$ cat src/rtl/pipe_pkg.sv
// Shared types and payload layout for the pipeline stage register.
package pipe_pkg;

    // Occupancy-encoded stage states: the enum value equals the entry count.
    typedef enum logic [1:0] {
        EMPTY = 2'd0,
        ONE   = 2'd1,
        TWO   = 2'd2
    } state_t;

    // Bubble word presented downstream when no entry is valid.
    localparam logic [31:0] NOP_WORD = 32'h0000_0000;

    // Field layout of the 160-bit payload (LSB offsets, 32 bits each).
    localparam int FIELD_W    = 32;
    localparam int DMOUT_LSB  = 0;
    localparam int ALUOUT_LSB = 32;
    localparam int PC4_LSB    = 64;
    localparam int PC_LSB     = 96;
    localparam int IR_LSB     = 128;

    // Number of held entries for a given state.
    function automatic logic [1:0] occupancy_of(state_t s);
        return logic'(s != EMPTY) ? ((s == TWO) ? 2'd2 : 2'd1) : 2'd0;
    endfunction

endpackage

$ cat src/rtl/pipe_sat_counter.sv
// Saturating up-counter: counts cycles with inc=1, sticks at all-ones.
module pipe_sat_counter #(
    parameter int CNT_W = 16
) (
    input  logic             clk,
    input  logic             reset,
    input  logic             inc,
    output logic [CNT_W-1:0] count
);

    logic [CNT_W-1:0] r_count;

    // Increment on request unless already saturated.
    always_ff @(posedge clk or negedge reset) begin
        // NOTE: sequential state uses non-blocking assignments so every flop samples pre-edge values.
        if (!reset) begin
            r_count <= '0;
        end else if (inc && (r_count != {CNT_W{1'b1}})) begin
            r_count <= r_count + 1'b1;
        end
    end

    assign count = r_count;

endmodule

$ cat src/rtl/pipe_stage_reg.sv
// Valid/ready pipeline stage register with optional two-entry skid buffer,
// synchronous flush, NOP bubble on empty output and a stall counter.
module pipe_stage_reg
    import pipe_pkg::*;
#(
    parameter int PAYLOAD_W = 160,
    parameter bit SKID      = 1'b1,
    parameter int CNT_W     = 16
) (
    input  logic                 clk,
    input  logic                 reset,
    input  logic                 in_valid,
    output logic                 in_ready,
    input  logic [PAYLOAD_W-1:0] in_data,
    input  logic                 flush,
    output logic                 out_valid,
    input  logic                 out_ready,
    output logic [PAYLOAD_W-1:0] out_data,
    output logic [1:0]           occupancy,
    output logic [CNT_W-1:0]     stall_cnt
);

    state_t                 r_state;
    state_t                 w_state_nxt;
    logic                   r_out_valid;
    logic [PAYLOAD_W-1:0]   r_main;
    logic [PAYLOAD_W-1:0]   r_skid;
    logic                   w_in_fire;
    logic                   w_out_fire;
    logic                   w_load_main;
    logic                   w_main_from_skid;
    logic                   w_load_skid;
    logic                   w_stall;

    assign w_in_fire  = in_valid & in_ready;
    assign w_out_fire = r_out_valid & out_ready;

    generate
        if (SKID) begin : g_skid
            logic r_in_ready;

            // Next state and register loads for the two-entry skid buffer.
            always_comb begin
                // NOTE: every combinational output gets a default first so no path infers a latch.
                w_state_nxt      = r_state;
                w_load_main      = 1'b0;
                w_main_from_skid = 1'b0;
                w_load_skid      = 1'b0;
                if (flush) begin
                    w_state_nxt = EMPTY;
                end else begin
                    unique case (r_state)
                        EMPTY: begin
                            if (w_in_fire) begin
                                w_load_main = 1'b1;
                                w_state_nxt = ONE;
                            end
                        end
                        ONE: begin
                            if (w_in_fire && w_out_fire) begin
                                w_load_main = 1'b1;
                            end else if (w_in_fire) begin
                                w_load_skid = 1'b1;
                                w_state_nxt = TWO;
                            end else if (w_out_fire) begin
                                w_state_nxt = EMPTY;
                            end
                        end
                        TWO: begin
                            if (w_out_fire) begin
                                w_load_main      = 1'b1;
                                w_main_from_skid = 1'b1;
                                w_state_nxt      = ONE;
                            end
                        end
                        default: w_state_nxt = EMPTY;
                    endcase
                end
            end

            // Registered in_ready: low only while both entries are held.
            always_ff @(posedge clk or negedge reset) begin
                if (!reset) begin
                    r_in_ready <= 1'b1;
                end else begin
                    r_in_ready <= (w_state_nxt != TWO);
                end
            end

            assign in_ready = r_in_ready;
        end else begin : g_single
            // Next state and register loads for the single-entry stage.
            always_comb begin
                w_state_nxt      = r_state;
                w_load_main      = 1'b0;
                w_main_from_skid = 1'b0;
                w_load_skid      = 1'b0;
                if (flush) begin
                    w_state_nxt = EMPTY;
                end else begin
                    unique case (r_state)
                        EMPTY: begin
                            if (w_in_fire) begin
                                w_load_main = 1'b1;
                                w_state_nxt = ONE;
                            end
                        end
                        ONE: begin
                            if (w_out_fire && w_in_fire) begin
                                w_load_main = 1'b1;
                            end else if (w_out_fire) begin
                                w_state_nxt = EMPTY;
                            end
                        end
                        default: w_state_nxt = EMPTY;
                    endcase
                end
            end

            // Accept when empty or when the held entry leaves this cycle.
            assign in_ready = !r_out_valid | out_ready;
        end
    endgenerate

    // State register with a registered copy of out_valid.
    always_ff @(posedge clk or negedge reset) begin
        if (!reset) begin
            r_state     <= EMPTY;
            r_out_valid <= 1'b0;
        end else begin
            r_state     <= w_state_nxt;
            r_out_valid <= (w_state_nxt != EMPTY);
        end
    end

    // Payload registers: main is the head entry, skid holds the second.
    always_ff @(posedge clk or negedge reset) begin
        // NOTE: the payload registers are reset to zero because the stage must come out of reset fully cleared.
        if (!reset) begin
            r_main <= '0;
            r_skid <= '0;
        end else begin
            if (w_load_main) begin
                r_main <= w_main_from_skid ? r_skid : in_data;
            end
            if (w_load_skid) begin
                r_skid <= in_data;
            end
        end
    end

    assign out_valid = r_out_valid;
    assign out_data  = r_out_valid ? r_main : {(PAYLOAD_W){NOP_WORD[0]}};
    assign occupancy = occupancy_of(r_state);
    assign w_stall   = r_out_valid & ~out_ready;

    pipe_sat_counter #(
        .CNT_W (CNT_W)
    ) u_stall_cnt (
        .clk   (clk),
        .reset (reset),
        .inc   (w_stall),
        .count (stall_cnt)
    );

endmodule
$ cat config.mk
export PLATFORM = sky130hd
export DESIGN_NAME = pipe_stage_reg
export DESIGN_NICKNAME = d
export VERILOG_FILES = /design/src/rtl/pipe_pkg.sv /design/src/rtl/pipe_sat_counter.sv /design/src/rtl/pipe_stage_reg.sv
export SDC_FILE = /design/constraint.sdc
export NUM_CORES = 1
export LEC_CHECK = 0
export BUFFER_PORTS_ARGS = -buffer_cell sky130_fd_sc_hd__buf_2
export CAP_MARGIN = 20
export CORE_MARGIN = 2
export CORE_UTILIZATION = 52
export CTS_BUF_LIST = sky130_fd_sc_hd__clkbuf_4 sky130_fd_sc_hd__clkbuf_8 sky130_fd_sc_hd__clkbuf_16
export DETAILED_ROUTE_END_ITERATION = 16
export GPL_ROUTABILITY_DRIVEN = 0
export PLACE_DENSITY = 0.77
export SYNTH_ARGS = -nofsm -noshare
export SYNTH_HDL_FRONTEND = slang
export SYNTH_HIERARCHICAL = 1
export SYNTH_SLANG_ARGS = --single-unit
$ cat constraint.sdc
create_clock -name clk -period 5.6 [get_ports clk]
set_input_delay 0.28 -clock clk [delete_from_list [all_inputs] [get_ports clk]]
set_output_delay 0.28 -clock clk [all_outputs]
set_load 0.01 [all_outputs]
== Word level (Yosys, flattened, before mapping) ==
Index checks and enable logic that the tools add are counted.
Word-level totals
  input bits: 165
  register bits after elaboration: 340
  output and inout bits: 180
Operators by class
  add/sub/neg operators: 1
  multiplexer cells: 21
  reductions and logical operators: 5
  bitwise logic cells: 4
  eq/ne operators: 4
Operators by type and width (count)
  $mux W160: 2
  $add A16 B1 Y16 const B: 1
  $mux W2: 8
  $ne A16 B16 Y1 const B: 1
  $mux W1: 9
  $pmux W2 S3: 1
  $reduce_bool A2 Y1: 2
  $and A1 B1 Y1: 3
  $pmux W1 S3: 1
  $eq A2 B1 Y1 const B: 1
  $eq A2 B2 Y1 const B: 1
  $logic_and A1 B1 Y1: 2
  $logic_not A2 Y1: 1
  $ne A2 B2 Y1 const B: 1
  $not A1 Y1: 1

== Logic depth before layout (Yosys ltp) ==
  depth after elaboration: 7
  gate-level depth with buffers: 7
  gate-level depth less buffers: 5

== Modules after synthesis ==
Netlist, hierarchy kept.
Modules (own cells, without submodules)
  pipe_stage_reg: area each 14966.9 µm², times used 1, sequential area each 8109.0 µm², cells an instance 1055
  pipe_sat_counter: area each 859.6 µm², times used 1, sequential area each 400.4 µm², cells an instance 72

== Worst setup path after synthesis ==
Ideal clock, no wire load.
  path type: reg2reg
  start point: reg r_out_valid (netlist: out_valid)
  end point: reg u_stall_cnt.r_count[5] (netlist: u_stall_cnt/count[5])
  cell stages (with the launch flop): 8
  arrival: 1.895 ns
  path buffers: 2
  path slack: 3.586 ns
  library setup time: 0.119 ns
  path through: dfrtp_1 -> buf_2 -> clkbuf_1 -> nor2b_1 -> and3_1 -> and4_2 -> o211ai_1 -> o21a_1
Between the ends
  longest elaborated chain between the ends: 2
Ends and longest elaborated chain
  start, declared: RTL line pipe_stage_reg.sv:25  | logic r_out_valid;
  start signal, assigned: RTL line pipe_stage_reg.sv:132  | r_out_valid <= (w_state_nxt != EMPTY);
  $and A1 B1 Y1: RTL line pipe_stage_reg.sv:155  | assign w_stall = r_out_valid & ~out_ready;
  named net w_stall: RTL line pipe_stage_reg.sv:33  | logic w_stall;
  $logic_and A1 B1 Y1: RTL line pipe_sat_counter.sv:18  | end else if (inc && (r_count != {CNT_W{1'b1}})) begin
  end signal, assigned: RTL line pipe_sat_counter.sv:19  | r_count <= r_count + 1'b1;
  end, declared: RTL line pipe_sat_counter.sv:11  | logic [CNT_W-1:0] r_count;
The timed path passes the listed nets, and every way through them passes these cells.
A chain may end at the register's enable or synchronous reset.

== Worst setup path after layout ==
Ends and elaborated chain as after synthesis.

==> impl_results.md <==
- CTS tree: done
- Core area: approximately 30000 µm²
- Final total power: between 7 and 8 mW
- Fmax: 0.317 GHz
- First-pass GRT wire length: 54900 µm
- Skew final: 0.0145 ns
- CP arrival: around 3.6 ns
- Post-route ant nets: 0
- Height of the die: between 150 and 200 µm
- CTS H-tree lvls: 2
- Syn_nets: 1293
- GR Util met3: 6.61%
- Overall Global Routing Usage: 21.5%
- Worst EP required: 6.00 ns
- Avg Cell Area, Syn: around 14 µm²
- I/O Buffers: 344
- Slew Limit Headroom: 27.1%
- Initial Util: a little over half
- Synthesized cell area: 15800 µm²
- Slowest cell on crit path: dfrtp_4
- Max Cap Viol: 0
- Worst-path fanout max: 95
- Max VDD drop: 0.229 mV
- Number of synthesis warnings: 6
- Via/cell ratio: approximately 5.4
- Final Hold Viols: 0
- GR Util met2: 36.2%
- Clock latency on the worst-skew pair: 0.51 ns
- Std-Cell Rows: 63
- Fillers: around 2300
- Fin crit share: 56.4%
- Ys flop type: dfrtp_1
- Setup violations, final: 0
- Chip width: 178 µm
- Root Driver: clkbuf_16
- Maximum root-to-sink buffer count: 3
- CTS resizes: 0
- Post-detail-place hpwl: roughly 22000 µm
- Initial antenna violation count: 9
- Ys async rst share: 100%
- Total Wirelength: roughly 35000 µm
- Post-synth top area share: 53.6%
- Post-Syn Instances: 1127
- GR met1 Demand/Resource: between 20% and 30%
- Status: finished clean
- Final setup TNS: 0 ns
- Top Ports: 345
- Final slew viol count: 0
- Final #Nets: 1626
- Tmin final: 3.16 ns
- Commonest non-fill, non-tap cell in the layout: mux2_2
- Static Leakage: 9.04 nW
- Number of global-route vias before repair: 10500
- Setup Crit Path Kind: reg -> reg
- Seq. cell area: approximately 8500 µm²
- Commonest cells after routing, fill and taps aside: mux2_2 (474), buf_2 (343), dfrtp_1 (338)
- DR pass1 iterations: 4
- Crit-path cells: buf_4 -> nor2b_1 -> and3_1 -> and4_2 -> o211ai_1 -> o21a_1
- Cell taking the most area after synthesis: dfrtp_1
- Critical Path Max Stage Delay: between 0.8 and 0.9 ns
- Via count: 10100
- Crit start category: flop
- CTS sink count: 340
- RSZ-0062 raised after global routing: false
- Worst slew pin tran: about 1.1 ns
- DRC Markers: 0
- Multi-input logic area: 7000 µm²
- Crit path max-delay family: simple AND/OR/NAND/NOR gates
- GRT busiest layer: met2
- Power per standard cell area: 407 nW/µm²
- Largest net degree at the start of global routing: 161
- Post-synthesis sequential element count: 340
- Grt ovf: 0
- TritonCTS buffer count: 37
- Synthesis-to-finish area growth: 21.2%
- Post-DR wirelength/cell: 18.6 µm
- EDFF count, synth: 0
- Starting DRT DRC Count: 388
- Top post-synthesis cells by area: dfrtp_1 (54%), mux2_2 (34%), and2_1 (6.4%)
- Worst Setup End Kind: flop
- Hold Path Class: in -> reg
- Die Area: approximately 32000 µm²
- Share of cells above drive strength 1: approximately 60%
- Sequential area share after synthesis: 53.8%
- Clock-pin slew on the worst setup and hold paths: 0.06 ns
- Distinct cells, synth: 44
- Buf/Inv on CP: 1
[where the power goes]
group	internal, mW	leakage, nW	switching, mW
logic	0.991	4.37	0.650
clock network	1.44	0.604	0.948
registers	3.33	4.07	0.446
total	5.76	9.04	2.04
[logic make-up after synthesis]
family / synth area share (%)
buffers and inverters: 2.05
AO/OA/AOI/OAI: 1.07
XOR/XNOR: 0.387
AND/OR/NAND/NOR: 8.43
multiplexers: 34.2
flip-flops: 53.8
adder cells (fa/ha/maj): 0.0790
[worst reg2reg max path, stage by stage, from the launching register on]
cell and delay (ns):
dfrtp_4 0.81, buf_4 0.80, nor2b_1 0.59, and3_1 0.35, and4_2 0.29, o211ai_1 0.10
o21a_1 0.12
[registers in the layout, indices dropped and copies added (netlist names)]
name / count
in_ready: 1
out_valid: 1
r_main: 160
r_skid: 160
r_state: 2
u_stall_cnt/count: 16
[per-layer routing]
layer / share of wire (%) / wire [µm]
met5: 0.11 / 38
met4: 2.3 / 804
met3: 7.0 / 2440
met2: 49 / 17200
met1: 41 / 14400
[cell type report]
class	count	area share (%)
Sequential cell	340	44.4
Timing Repair Buffer	365	10.2
Tap cell	390	2.54
Clock inverter	6	0.222
Multi-Input combinational cell	714	36.5
Antenna cell	6	0.0782
Inverter	2	0.0391
Clock buffer	57	6.08
[stage by stage]
| stage | cells | setup slack, ns | hold slack, ns | utilization (%) | cell area [µm²] |
|---|---|---|---|---|---|
| 6_report | 1880 | 2.44 | 0.0175 | 64.4 | 19200 |
| 2_1_floorplan | 1127 | 3.59 | -0.0156 | - | 15800 |
| 3_5_place_dp | 1800 | 2.44 | 0.332 | 59.9 | 17900 |
| 4_1_cts | 1874 | 2.47 | 0.000321 | 64.3 | 19200 |
| 3_3_place_gp | 1800 | 2.58 | 0.331 | 59.9 | 17900 |
| 5_1_grt | 1877 | 2.30 | 0.000985 | 64.4 | 19200 |
[path summary, 6_finish.rpt]
path / startpoint / endpoint / slack [ns] / cells after the start
worst min register to register: r_main[59] / r_main[59] / 0.48 / 1
worst max register to register: out_valid / u_stall_cnt/count[5] / 2.44 / 6
worst min-delay path: in_data[40] / r_skid[40] / 0.02 / 2
max in group asynchronous: reset / r_main[66] / 3.82 / 3
worst max-delay path: out_valid / u_stall_cnt/count[5] / 2.44 / 6
min in group asynchronous: reset / r_skid[130] / 0.35 / 2
[cells in the mapped netlist (2+ instances only)]
cell      number
a21oi_1        5
a31oi_1        3
and2_1       161
and3_1         2
and4b_1        2
buf_1         12
buf_2         28
buf_4          4
clkbuf_1      27
dfrtp_1      339
inv_1          2
mux2_1         7
mux2_2       474
nand2_1        6
nand3_1        6
nand4_1        8
nor2_1         2
nor4_4         2
o21a_1         5
o21ai_0        3
xnor2_1        5
xor2_1         2
[what timing repair did]
item / 4_1_cts / 5_1_grt
hold endpoints to repair: 91 / 0
endpoints found under the setup margin: 0 / 0
hold buffers: 11 / 0
buffers inserted: 0 / 0
Note: power is estimated with default switching activity, not from simulation.
